<file path="config.mk">
export PLATFORM = sky130hd
export DESIGN_NAME = juego_led_control_flat
export DESIGN_NICKNAME = d
export VERILOG_FILES = /design/src/rtl/juego_led_control_pkg.sv /design/src/rtl/juego_led_control_if.sv /design/src/rtl/juego_led_control_sincroniza_pulso.sv /design/src/rtl/juego_led_control.sv /design/src/flat_wrapper.sv
export SDC_FILE = /design/constraint.sdc
export NUM_CORES = 1
export LEC_CHECK = 0
export CAP_MARGIN = 30
export CORE_ASPECT_RATIO = 0.9
export CORE_UTILIZATION = 57
export CTS_CLUSTER_SIZE = 10
export DETAILED_ROUTE_END_ITERATION = 8
export HOLD_SLACK_MARGIN = 0.03
export PLACE_DENSITY_LB_ADDON = 0.15
export REMOVE_ABC_BUFFERS = 1
export SLEW_MARGIN = 40
export SYNTH_ARGS = -nofsm -noshare
export SYNTH_HDL_FRONTEND = slang
export SYNTH_SLANG_ARGS = --single-unit
export TNS_END_PERCENT = 20
</file>
<file path="constraint.sdc">
create_clock -name clk -period 2.6 [get_ports clk]
set_input_delay 0.52 -clock clk [delete_from_list [all_inputs] [get_ports clk]]
set_output_delay 0.52 -clock clk [all_outputs]
set_load 0.1 [all_outputs]
</file>
<file path="src/rtl/juego_led_control_pkg.sv">
// Shared definitions for the LED reaction game: FSM state encoding, LED codes
// for the LED encoder, and small helpers used by the sequencer.
package juego_led_defs;

  typedef enum logic [2:0] {
    REPOSO  = 3'd0,
    ESPERA  = 3'd1,
    VENTANA = 3'd2,
    ACIERTO = 3'd3,
    FALLO   = 3'd4,
    NEXT    = 3'd5,
    FIN     = 3'd6
  } estado_e;

  localparam logic [1:0] LED_APAGADO = 2'd0;
  localparam logic [1:0] LED_ROJO    = 2'd1;
  localparam logic [1:0] LED_VERDE   = 2'd2;
  localparam logic [1:0] LED_FIN     = 2'd3;

  localparam logic [7:0] LFSR_SEMILLA = 8'h5A;

  // Fibonacci step for x^8+x^6+x^5+x^4+1; maximal length, so a non-zero seed never reaches 0.
  function automatic logic [7:0] lfsr_next(input logic [7:0] v);
    return {v[6:0], v[7] ^ v[5] ^ v[4] ^ v[3]};
  endfunction

  function automatic logic [1:0] led_de_estado(input estado_e s);
    logic [1:0] led;
    case (s)
      VENTANA, ACIERTO: led = LED_VERDE;
      FALLO:            led = LED_ROJO;
      FIN:              led = LED_FIN;
      default:          led = LED_APAGADO;
    endcase
    return led;
  endfunction

  function automatic logic ocupado_de_estado(input estado_e s);
    return (s != REPOSO) && (s != FIN);
  endfunction

  function automatic int max_int(input int a, input int b);
    return (a > b) ? a : b;
  endfunction

endpackage

</file>
<file path="src/rtl/juego_led_control_if.sv">
// Player/board-side signals of the game sequencer: the two push-buttons in,
// LED code and score out.
interface juego_led_control_if;
  logic       start;
  logic       boton;
  logic [1:0] numero;
  logic [3:0] aciertos;
  logic [3:0] ronda;
  logic       ocupado;

  modport master (
    output start, boton,
    input  numero, aciertos, ronda, ocupado
  );

  modport slave (
    input  start, boton,
    output numero, aciertos, ronda, ocupado
  );
endinterface

</file>
<file path="src/rtl/juego_led_control_sincroniza_pulso.sv">
// Brings an asynchronous push-button into the clk domain and turns each rising
// edge into a single-cycle pulse; a held button yields one pulse only.
module sincroniza_pulso (
  input  logic clk,
  input  logic rst,
  input  logic pin_i,
  output logic pulso_o
);

  logic sync1_q;
  logic sync2_q;
  logic prev_q;

  // Two metastability flops followed by the edge-history register.
  always_ff @(posedge clk) begin
    if (rst) begin
      sync1_q <= 1'b0;
      sync2_q <= 1'b0;
      prev_q  <= 1'b0;
    end else begin
      sync1_q <= pin_i;
      sync2_q <= sync1_q;
      prev_q  <= sync2_q;
    end
  end

  assign pulso_o = sync2_q & ~prev_q;

endmodule

</file>
<file path="src/rtl/juego_led_control.sv">
// Reaction-game sequencer: random wait, green window, hit/miss display per round,
// end code after ROUNDS rounds. numero feeds the external LED encoder directly.
module juego_led_control
  import juego_led_defs::*;
#(
  parameter int WAIT_MIN  = 16,
  parameter int WAIT_MASK = 15,
  parameter int WINDOW    = 8,
  parameter int SHOW      = 8,
  parameter int ROUNDS    = 4
) (
  input  logic              clk,
  input  logic              rst,
  juego_led_control_if.slave bus_if
);

  localparam int CNT_MAX = max_int(max_int(WAIT_MIN + WAIT_MASK, WINDOW), SHOW);
  localparam int CNT_W   = max_int(9, $clog2(CNT_MAX + 1));

  typedef logic [CNT_W-1:0] cnt_t;

  localparam cnt_t       CNT_UNO    = cnt_t'(1);
  localparam cnt_t       WAIT_MIN_C = cnt_t'(WAIT_MIN);
  localparam cnt_t       MASK_C     = cnt_t'(WAIT_MASK);
  localparam cnt_t       WINDOW_C   = cnt_t'(WINDOW);
  localparam cnt_t       SHOW_C     = cnt_t'(SHOW);
  localparam logic [3:0] ROUNDS_C   = 4'(ROUNDS);

  estado_e    state_q, state_d;
  cnt_t       cnt_q, cnt_d;
  logic [3:0] aciertos_q, aciertos_d;
  logic [3:0] ronda_q, ronda_d;
  logic [7:0] lfsr_q;
  logic [1:0] numero_q;
  logic       ocupado_q;

  logic       start_pulso;
  logic       boton_pulso;
  cnt_t       retardo;

  sincroniza_pulso u_sync_start (
    .clk     (clk),
    .rst     (rst),
    .pin_i   (bus_if.start),
    .pulso_o (start_pulso)
  );

  sincroniza_pulso u_sync_boton (
    .clk     (clk),
    .rst     (rst),
    .pin_i   (bus_if.boton),
    .pulso_o (boton_pulso)
  );

  assign retardo = WAIT_MIN_C + (cnt_t'(lfsr_q) & MASK_C);

  // Next-state logic; a button press takes priority over the counter expiring.
  always_comb begin
    state_d    = state_q;
    cnt_d      = cnt_q;
    aciertos_d = aciertos_q;
    ronda_d    = ronda_q;
    case (state_q)
      REPOSO, FIN: begin
        if (start_pulso) begin
          aciertos_d = 4'd0;
          ronda_d    = 4'd0;
          cnt_d      = retardo;
          state_d    = ESPERA;
        end else begin
          state_d = state_q;
        end
      end
      ESPERA: begin
        if (boton_pulso) begin
          cnt_d   = SHOW_C;
          state_d = FALLO;
        end else if (cnt_q == CNT_UNO) begin
          cnt_d   = WINDOW_C;
          state_d = VENTANA;
        end else begin
          cnt_d = cnt_q - CNT_UNO;
        end
      end
      VENTANA: begin
        if (boton_pulso) begin
          aciertos_d = aciertos_q + 4'd1;
          cnt_d      = SHOW_C;
          state_d    = ACIERTO;
        end else if (cnt_q == CNT_UNO) begin
          cnt_d   = SHOW_C;
          state_d = FALLO;
        end else begin
          cnt_d = cnt_q - CNT_UNO;
        end
      end
      ACIERTO, FALLO: begin
        if (cnt_q == CNT_UNO) begin
          ronda_d = ronda_q + 4'd1;
          cnt_d   = '0;
          state_d = NEXT;
        end else begin
          cnt_d = cnt_q - CNT_UNO;
        end
      end
      NEXT: begin
        if (ronda_q == ROUNDS_C) begin
          state_d = FIN;
        end else begin
          cnt_d   = retardo;
          state_d = ESPERA;
        end
      end
      default: begin
        cnt_d   = '0;
        state_d = REPOSO;
      end
    endcase
  end

  // State, counters and LFSR; LED code and busy flag are registered from the next state.
  always_ff @(posedge clk) begin
    if (rst) begin
      state_q    <= REPOSO;
      cnt_q      <= '0;
      aciertos_q <= 4'd0;
      ronda_q    <= 4'd0;
      lfsr_q     <= LFSR_SEMILLA;
      numero_q   <= LED_APAGADO;
      ocupado_q  <= 1'b0;
    end else begin
      state_q    <= state_d;
      cnt_q      <= cnt_d;
      aciertos_q <= aciertos_d;
      ronda_q    <= ronda_d;
      lfsr_q     <= lfsr_next(lfsr_q);
      numero_q   <= led_de_estado(state_d);
      ocupado_q  <= ocupado_de_estado(state_d);
    end
  end

  assign bus_if.numero   = numero_q;
  assign bus_if.aciertos = aciertos_q;
  assign bus_if.ronda    = ronda_q;
  assign bus_if.ocupado  = ocupado_q;

endmodule
</file>
<file path="src/flat_wrapper.sv">
// flat-port wrapper written by rule: the top's interface ports become plain ports
module juego_led_control_flat import juego_led_defs::*;
#(
  parameter int WAIT_MIN  = 16,
  parameter int WAIT_MASK = 15,
  parameter int WINDOW    = 8,
  parameter int SHOW      = 8,
  parameter int ROUNDS    = 4
)
  (clk, rst, bus_if_start, bus_if_boton, bus_if_numero, bus_if_aciertos, bus_if_ronda, bus_if_ocupado);
  juego_led_control_if bus_if_i ();
  input  logic clk;
  input  logic rst;
  input wire logic [$bits(bus_if_i.start)-1:0] bus_if_start;
  input wire logic [$bits(bus_if_i.boton)-1:0] bus_if_boton;
  output wire logic [$bits(bus_if_i.numero)-1:0] bus_if_numero;
  output wire logic [$bits(bus_if_i.aciertos)-1:0] bus_if_aciertos;
  output wire logic [$bits(bus_if_i.ronda)-1:0] bus_if_ronda;
  output wire logic [$bits(bus_if_i.ocupado)-1:0] bus_if_ocupado;
  assign bus_if_i.start = bus_if_start;
  assign bus_if_i.boton = bus_if_boton;
  assign bus_if_numero = bus_if_i.numero;
  assign bus_if_aciertos = bus_if_i.aciertos;
  assign bus_if_ronda = bus_if_i.ronda;
  assign bus_if_ocupado = bus_if_i.ocupado;
  juego_led_control #(.WAIT_MIN(WAIT_MIN), .WAIT_MASK(WAIT_MASK), .WINDOW(WINDOW), .SHOW(SHOW), .ROUNDS(ROUNDS)) u_core (.clk(clk), .rst(rst), .bus_if(bus_if_i));
endmodule
</file>
======== Word-level counts from Yosys, hierarchy flattened ========
Index checks and enable logic that the tools add are counted.
word-level totals
  flip-flop bits (word level) ............. 37
  word-level logic and storage cells ...... 73
  output and inout port bits .............. 11
  input bits .............................. 4
cells by class
  reductions and logical operators ........ 12
  add/sub/neg operators ................... 4
  bitwise logic cells ..................... 7
  eq/ne operators ......................... 17
  muxes and demuxes ....................... 20
operator list
  operator               count
  $mux W9                5
  $pmux W9 S4            1
  $mux W3                7
  $pmux W4 S2            2
  $eq A3 B3 Y1 const B   5
  $pmux W3 S5            1
  $eq A3 B2 Y1 const B   4
  $mux W4                3
  $eq A9 B1 Y1 const B   1
  $sub A9 B1 Y9 const B  1
  $add A4 B1 Y4 const B  2
  $reduce_or A2 Y1       4
  $add A5 B4 Y6 const A  1
  $ne A2 B1 Y1 const B   3
  $pmux W2 S3            1
  $reduce_and A3 Y1      2
  $eq A4 B3 Y1 const B   1
  $reduce_bool A2 Y1     2
  $eq A3 B1 Y1 const B   1
  $logic_not A3 Y1       1
  $ne A3 B3 Y1 const B   1
  $reduce_bool A3 Y1     1
  $xor A1 B1 Y1          3
  $and A1 B1 Y1          2
  4 further kinds        5

======== Logic depth before layout (Yosys ltp) ========
Gate-level depths: netlist (run 1).
  depth after elaboration ................. 7
  mapped depth ............................ 8

======== By module ========
Synthesis (run 1) repeated with hierarchy kept, for this count alone.
unflattened totals
  cell total of the unflattened synthesis .. 224
  area total of the unflattened synthesis .. 1946.9 um2
modules (own cells, without submodules)
  module             area each (um2)  instances  seq. area each (um2)  cells each
  juego_led_control  1771.7           1          620.6                 210
  sincroniza_pulso   87.6             2          60.1                  7

======== Worst setup path before layout (run 1) ========
OpenSTA, ideal clock, no wires.
  path type ............................... register to register
  start point ............................. reg u_core.ronda_q[0] (netlist: u_core.bus_if.ronda[0])
  end point ............................... reg u_core.cnt_q[3]
  setup slack ............................. 105 ps
  cell stages (with the launch flop) ...... 8
  arrival ................................. 2365 ps
  period minus slack after synthesis ...... 2495 ps
  cells stage by stage .................... dfxtp_1 -> inv_1 -> ha_1 -> nand3b_1 -> a2bb2oi_1 -> o21ai_1 -> a221oi_1 -> a311oi_1
on the way
  word-level cells in the longest chain between the ends .. 3
ends and longest elaborated chain
  what                         line                      text
  start, declared              juego_led_control.sv:32   logic [3:0] ronda_q, ronda_d;
  start signal, assigned       juego_led_control.sv:135  ronda_q <= ronda_d;
  $eq A4 B3 Y1                 juego_led_control.sv:107  if (ronda_q == ROUNDS_C) begin
  $ne A2 B2 Y1 (no line)       -
  $reduce_and A2 Y1 (no line)  -
  end signal, assigned         juego_led_control.sv:133  cnt_q <= cnt_d;
  end, declared                juego_led_control.sv:30   cnt_t cnt_q, cnt_d;
Every way passes these cells.
A chain may end at the register's enable or synchronous reset.

======== Worst setup path after layout (run 1) ========
  start point ............................. reg u_core.state_q[2]
  end point ............................... reg u_core.cnt_q[4]
on the way
  word-level cells in the longest chain between the ends .. 4
  elaborated cells on any way between the ends .. 14
  those cells by class .................... eq/ne (8); mux (1); reduce/logical (5)
ends and longest elaborated chain
  what                                                     line                      text
  start, declared                                          juego_led_control.sv:29   estado_e state_q, state_d;
  start signal, assigned                                   juego_led_control.sv:132  state_q <= state_d;
  $eq A3 B3 Y1 / $logic_not A3 Y1 (equally long branches)  juego_led_control.sv:63   case (state_q)
  $reduce_or A2 Y1                                         juego_led_control.sv:63
  $ne A2 B1 Y1 (no line)                                   -
  $reduce_and A2 Y1 (no line)                              -
Parallel ways exist; a longest one is shown, timed or not.

==> results.md, run 1 <==
- CP dominant cell by count: a211oi_1
- Die Footprint: 3440 um^2
- Setup slack, reg-to-reg: 0.47 ns
- Outcome: finished, final reports clean
- RSZ-0062 raised after global routing: false
- Synthesis-to-layout area growth: 9.99%
- Synth Warn #: 0
- H-Tree Depth: 2
- Distinct cells, synth: 54
- GRT overflow: 0
- Max transition margin: 53.8%
- CP Max Fanout: 21
- DRC Markers: 0
- Crit-path cells: nor3b_2 > a211oi_1 > buf_4 > nor2_1 > a211oi_1 > a211oi_1
- Final WL: 3490 um
- Final cycle utilization of the critical path: 81.9%
- Die Y: 55.7 um
- CTS tree: done
- Cts repair resizes: 0
- Crit path arrival time: 2.40 ns
- Post-CTS setup repair buffer count: 0
- CP top delay family: simple AND/OR/NAND/NOR gates
- Clk slew on worst S/H paths: 0.11 ns
- Wire length per cell: 13.1 um
- Via/cell ratio: 5.84
- Post-synth top area cell: dfxtp_1
- Setup_tns: 0 ns
- Flops & latches, synth: 37
- Post-synthesis sequential area ratio: 40.5%
- Fin. Hold Viols: 0
- DP Wirelength: 2570 um
- Vias in the first global route: 1331
- CORE AREA: 3040 um^2
- First-pass GRT wire length: 5920 um
- Row cnt: 19
- FMAX: 469 MHz
- Final Max Tran Viols: 0
- Power Density: 1060 nW/um^2
- Crit path time final: 2.13 ns
- Layout cells sized above 1: 13.8%
- Required @ worst endpoint: 2.87 ns
- Final setup margin: 0.470 ns
- Vias: 1554
- Tot Pwr: 0.00212 W
- Boundary pin count: 15
- Routed Antenna Nets: 0
- Hold-fix buffers at CTS: 0
- Max-Cap Viols: 0
- Worst path max stage delay: 0.68 ns
- Actual slew at the worst max-slew pin: 0.689 ns
- Hold slack: 0.442 ns
- Initial core utilization: 60.1%
- Ranking of synthesized cells by area: dfxtp_1 40%, nor2b_1 5.1%, ha_1 3.4%
- CTS Buf Count: 5
- Critical path buffers and inverters: 1
- Initial antenna violation count: 0
- Setup Skew: 0.0119 ns
- CTS Root Cell: clkbuf_4
- Global-route usage over all layers: 23.4%
- Inserted Diodes: 0
- TritonRoute pass-1 iters: 5
- Nets: 232
- Final setup fails: 0
- Startpoint types: register
- Pre-CTS setup slack: 0.473 ns
- # port buffers: 14
- Post-synth EDFFs: 0
- Die extent in x: 61.7 um
- Global placement routability congestion: 0.871
- Synth async-reset ratio: 0%
- Core Util, Final: 66.1%
- Largest net degree at the start of global routing: 22
- Mean area per synthesized cell: 8.71 um^2
- DRT iter0 DRCs: 129
- CTS sink cnt: 37
- CTS max path bufs: 2
- Top_reg_cell synth: dfxtp_1
- Post-synthesis cell area: 1830 um^2
- Crit path kind: register to register
- Max VDD drop: 629 uV
- Min-Delay Path Class: register to register
- Top cell type's share of synthesized area: 40.5%
- Setup crit end kind: register
- P_leak: 0.788 nW
- Slowest cell on crit path: dfxtp_1
- Mapped Cells: 210
- Clk_lat worst skew: 0.34 ns
-- synth_stat cells, drive strengths merged (5+ instances only) --
master and instances:
o21ai 12, nand2b 5, nand2 15, buf 7
nand3b 5, nor2 17, nor2b 15, nor3 5
inv 7, ha 5, dfxtp 37, nand3 6
a21oi 9
-- worst register-to-register path, stage by stage, from the launching register on --
cell	delay, ns
dfxtp_1	0.68
nor3b_2	0.39
a211oi_1	0.09
buf_4	0.16
nor2_1	0.37
a211oi_1	0.14
a211oi_1	0.24
-- registers in the layout, summed over array words and instances, names as in the netlist --
signal and count:
u_core.bus_if.ocupado 1, u_core.u_sync_boton.prev_q 1, u_core.u_sync_boton.sync1_q 1, u_core.bus_if.numero 2, u_core.u_sync_start.sync2_q 1, u_core.u_sync_start.prev_q 1
u_core.cnt_q 9, u_core.bus_if.aciertos 4, u_core.u_sync_start.sync1_q 1, u_core.u_sync_boton.sync2_q 1, u_core.state_q 3, u_core.lfsr_q 8
u_core.bus_if.ronda 4
-- routing by layer --
metal	global-route usage (%)	part of all wire (%)	up-vias
li1	-	-	783
met1	32.4	46	712
met2	31.5	45	50
met3	9.77	6.7	9
met4	9.84	2.1	0
met5	0	0	-
-- final cells by class --
type	count	area, um^2
Fill cell	285	1030
Inverter	7	26.3
Tap cell	42	52.6
Clock buffer	6	41.3
Sequential cell	37	741
Clock inverter	2	10.0
Timing Repair Buffer	17	135
Multi-Input combinational cell	155	1010
-- power breakdown --
| part | internal, W | switching (W) | total [W] | leakage (nW) |
|---|---|---|---|---|
| sequential | 0.000680 | 0.000162 | 0.000842 | 0.304 |
| clock | 0.000103 | 0.000181 | 0.000284 | 0.0320 |
| combinational | 0.000379 | 0.000620 | 0.00100 | 0.452 |
-- per-stage QoR --
stage | cell area, um^2 | cells
after detailed placement | 1960 | 258
after floorplan | 1770 | 199
after global routing | 2010 | 266
after CTS | 2010 | 266
after global placement | 1960 | 258
final | 2010 | 266
-- layout by cell type (no fill, tap or decap), drive strengths merged, types with 6 or more instances in the layout --
cell type,Yosys,final
nand2,15,15
buf,7,14
a21oi,9,9
clkbuf,4,6
nor2b,15,15
nor2,17,17
dfxtp,37,37
inv,7,7
o21ai,12,12
nand3,6,6
-- kinds of logic after synthesis --
group / count (synthesis) / share of synthesized area (%)
XOR/XNOR: 8 / 3.83
multiplexers: 1 / 0.547
flip-flops: 37 / 40.5
buffers and inverters: 18 / 4.51
AO/OA/AOI/OAI: 50 / 19.1
AND/OR/NAND/NOR: 91 / 28.1
adder cells (fa/ha/maj): 5 / 3.42
-- final timing paths --
kind | end | startpoint | cells past startpoint
max reg2reg | u_core.cnt_q[4] | u_core.state_q[2] | 6
min reg2reg | u_core.u_sync_start.sync2_q | u_core.u_sync_start.sync1_q | 1
min | u_core.u_sync_start.sync2_q | u_core.u_sync_start.sync1_q | 1
max | u_core.cnt_q[4] | u_core.state_q[2] | 6
(Power assumes the default switching activity.)
==> inputs of run 2 (changes only) <==
--- a/config.mk
+++ b/config.mk
@@ -7,7 +7,7 @@
 export LEC_CHECK = 0
 export CAP_MARGIN = 30
 export CORE_ASPECT_RATIO = 0.9
-export CORE_UTILIZATION = 57
+export CORE_UTILIZATION = 51
 export CTS_CLUSTER_SIZE = 10
 export DETAILED_ROUTE_END_ITERATION = 8
 export HOLD_SLACK_MARGIN = 0.03
==> constraint.sdc (replaced) <==
create_clock -name clk -period 1.8 [get_ports clk]
set_input_delay 0.36 -clock clk [delete_from_list [all_inputs] [get_ports clk]]
set_output_delay 0.36 -clock clk [all_outputs]
set_load 0.1 [all_outputs]
==> results.md, run 2 (synthesis gave the netlist of run 1 again) <==
- Outcome: finished, violations left
- Failing checks: negative setup slack
- Clk_lat worst skew: 0.30 ns
- CTS tree: done
- RR Startpoint: u_core.cnt_q[5]
- RSZ-0062 raised after global routing: true
- Final setup fails: 1
- CTS Root Cell: clkbuf_8
- Tot Pwr: 0.00398 W
- CP Max Fanout: 7
- Final cycle utilization of the critical path: 101%
- H-Tree Depth: 2
- Boundary pin count: 15
- Most flops, register: u_core.cnt_q
- Row cnt: 20
- Die Footprint: 3830 um^2
- Number of cells on the critical path: 6
- # fillers: 251
- Setup crit end kind: register
- Initial antenna violation count: 0
- Startpoint types: register
- Power Density: 1570 nW/um^2
- Via/cell ratio: 5.72
- CTS sink cnt: 37
- Crit-path cells: nor4_1 > buf_4 > nand3_1 > and3_4 > or3_4 > a21oi_2
- Min-Delay Path Class: register to register
- Nets: 262
- Top Layer Used: met4
- P_leak: 1.01 nW
- TritonRoute pass-1 iters: 4
- Placed Cells: 289
- Leading cell type in the layout, fill and taps excluded: dfxtp_1
- Critical Path Sink: u_core.bus_if.ronda[3]
- CORE AREA: 3400 um^2
- Required @ worst endpoint: 2.03 ns
- Final WL: 4670 um
- Actual slew at the worst max-slew pin: 0.402 ns
- R2r endpoint: u_core.bus_if.ronda[3]
- CP top delay family: simple AND/OR/NAND/NOR gates
- Crit path time final: 1.82 ns
- DP Area: 2320 um^2
- Global placement routability congestion: 0.856
- Inserted Diodes: 0
- Hold slack: 0.446 ns
- Most frequent cells in the layout: 34 x dfxtp_1, 31 x buf_4, 15 x nor2b_1, 15 x nor2_1, 14 x nand2_1
- Max VDD drop: 943 uV
- DRC Markers: 0
- Setup Skew: 0.00721 ns
- DRT iter0 DRCs: 124
- Clk slew on worst S/H paths: 0.08 ns
- # port buffers: 14
- Largest net degree at the start of global routing: 18
- Final setup margin: -0.0229 ns
- Routed met2 length: 2300 um
- Worst path max stage delay: 0.42 ns
- Fin. Hold Viols: 0
- Met1 WL: 2130 um
- Setup slack, reg-to-reg: -0.02 ns
- Design Area, Final: 2520 um^2
- Wire length per cell: 15.7 um
- Crit path kind: register to register
- CTS max path bufs: 2
- DR WL met3: 188 um
- Layout cells sized above 1: 32.3%
- Vias in the first global route: 1580
- DP Wirelength: 3320 um
- Largest regs: u_core.cnt_q x9, u_core.lfsr_q x8
- Worst setup path startpoint: u_core.cnt_q[5]
- Slowest cell on crit path: nor4_1
- Max reg flops: 9
- CTS Buf Count: 5
- First-pass GRT wire length: 7270 um
- Initial core utilization: 53.7%
- Max transition margin: 72.9%
- Die Y: 58.8 um
- Setup_tns: -0.0229 ns
- Critical path buffers and inverters: 1
- FMAX: 549 MHz
- Die extent in x: 65.1 um
- Layout Cells excl Fill: 298
- Max-Cap Viols: 0
- Synthesis-to-layout area growth: 38.0%
- Routed Antenna Nets: 0
- Final Max Tran Viols: 0
- Global-route usage over all layers: 25.5%
- Vias: 1705
- Crit path arrival time: 2.05 ns
- GRT overflow: 0
- Worst R2R Path Depth: 6
[run 2: changes by cell type in the layout (fill, tap and decap cells not counted), moves of 3 or more]
| cell | previous run | this run |
|---|---|---|
| dfxtp_1 | 37 | 34 |
| o21ai_0 | 10 | 6 |
| clkbuf_8 | 0 | 5 |
| buf_12 | 0 | 11 |
| clkbuf_4 | 5 | 0 |
| buf_4 | 14 | 31 |
| dfxtp_2 | 0 | 3 |
[run 2: metal layers]
metal  GRT usage (%)  vias up
met5               0        -
met4            7.76        0
met3            8.14        6
met2            42.0       34
met1            32.0      829
li1                -      836
[run 2: worst min-delay path by stage]
stage                                            from                     endpoint  depth (start not counted)
final                     u_core.u_sync_start.sync1_q  u_core.u_sync_start.sync2_q                          1
after global placement               u_core.lfsr_q[6]             u_core.lfsr_q[7]                          1
after detailed placement  u_core.u_sync_start.sync1_q  u_core.u_sync_start.sync2_q                          1
after global routing      u_core.u_sync_start.sync1_q  u_core.u_sync_start.sync2_q                          1
after floorplan                      u_core.lfsr_q[6]             u_core.lfsr_q[7]                          1
after CTS                 u_core.u_sync_boton.sync1_q  u_core.u_sync_boton.sync2_q                          1
[run 2: cell type report]
type	count	area, um^2	share of cell area, %
Sequential cell	37	744	29.5
Timing Repair Buffer	47	505	20.0
Multi-Input combinational cell	155	1100	43.7
Inverter	7	26.3	1.04
Clock buffer	5	68.8	2.73
Clock inverter	3	22.5	0.892
Tap cell	44	55.1	2.18
[run 2: report_power, final]
group          internal [W]  switching (W)  total, W
registers          0.000986       0.000200   0.00119
logic               0.00101        0.00120   0.00221
clock network      0.000274       0.000311  0.000586
[run 2: through the flow]
step           worst slack [ns]  utilization [%]
2_1_floorplan            -0.694                -
3_3_place_gp            -0.0229             68.1
3_5_place_dp            -0.0186             68.1
4_1_cts                 -0.0219             71.1
5_1_grt                  -0.110             74.2
6_report                -0.0229             74.2
[run 2: what timing repair did]
item                       4_1_cts  5_1_grt
pin swaps                        0        8
setup endpoints to repair        3       16
resized for setup                2       28
hold buffers                     0        0
buffers inserted                 0        1
==> inputs of run 3 (changes only) <==
--- a/config.mk
+++ b/config.mk
@@ -17,4 +17,4 @@
 export SYNTH_ARGS = -nofsm -noshare
 export SYNTH_HDL_FRONTEND = slang
 export SYNTH_SLANG_ARGS = --single-unit
-export TNS_END_PERCENT = 20
+export TNS_END_PERCENT = 30
==> results of run 3 <==
The final DEF is identical to that of run 2; final timing and power are the same.
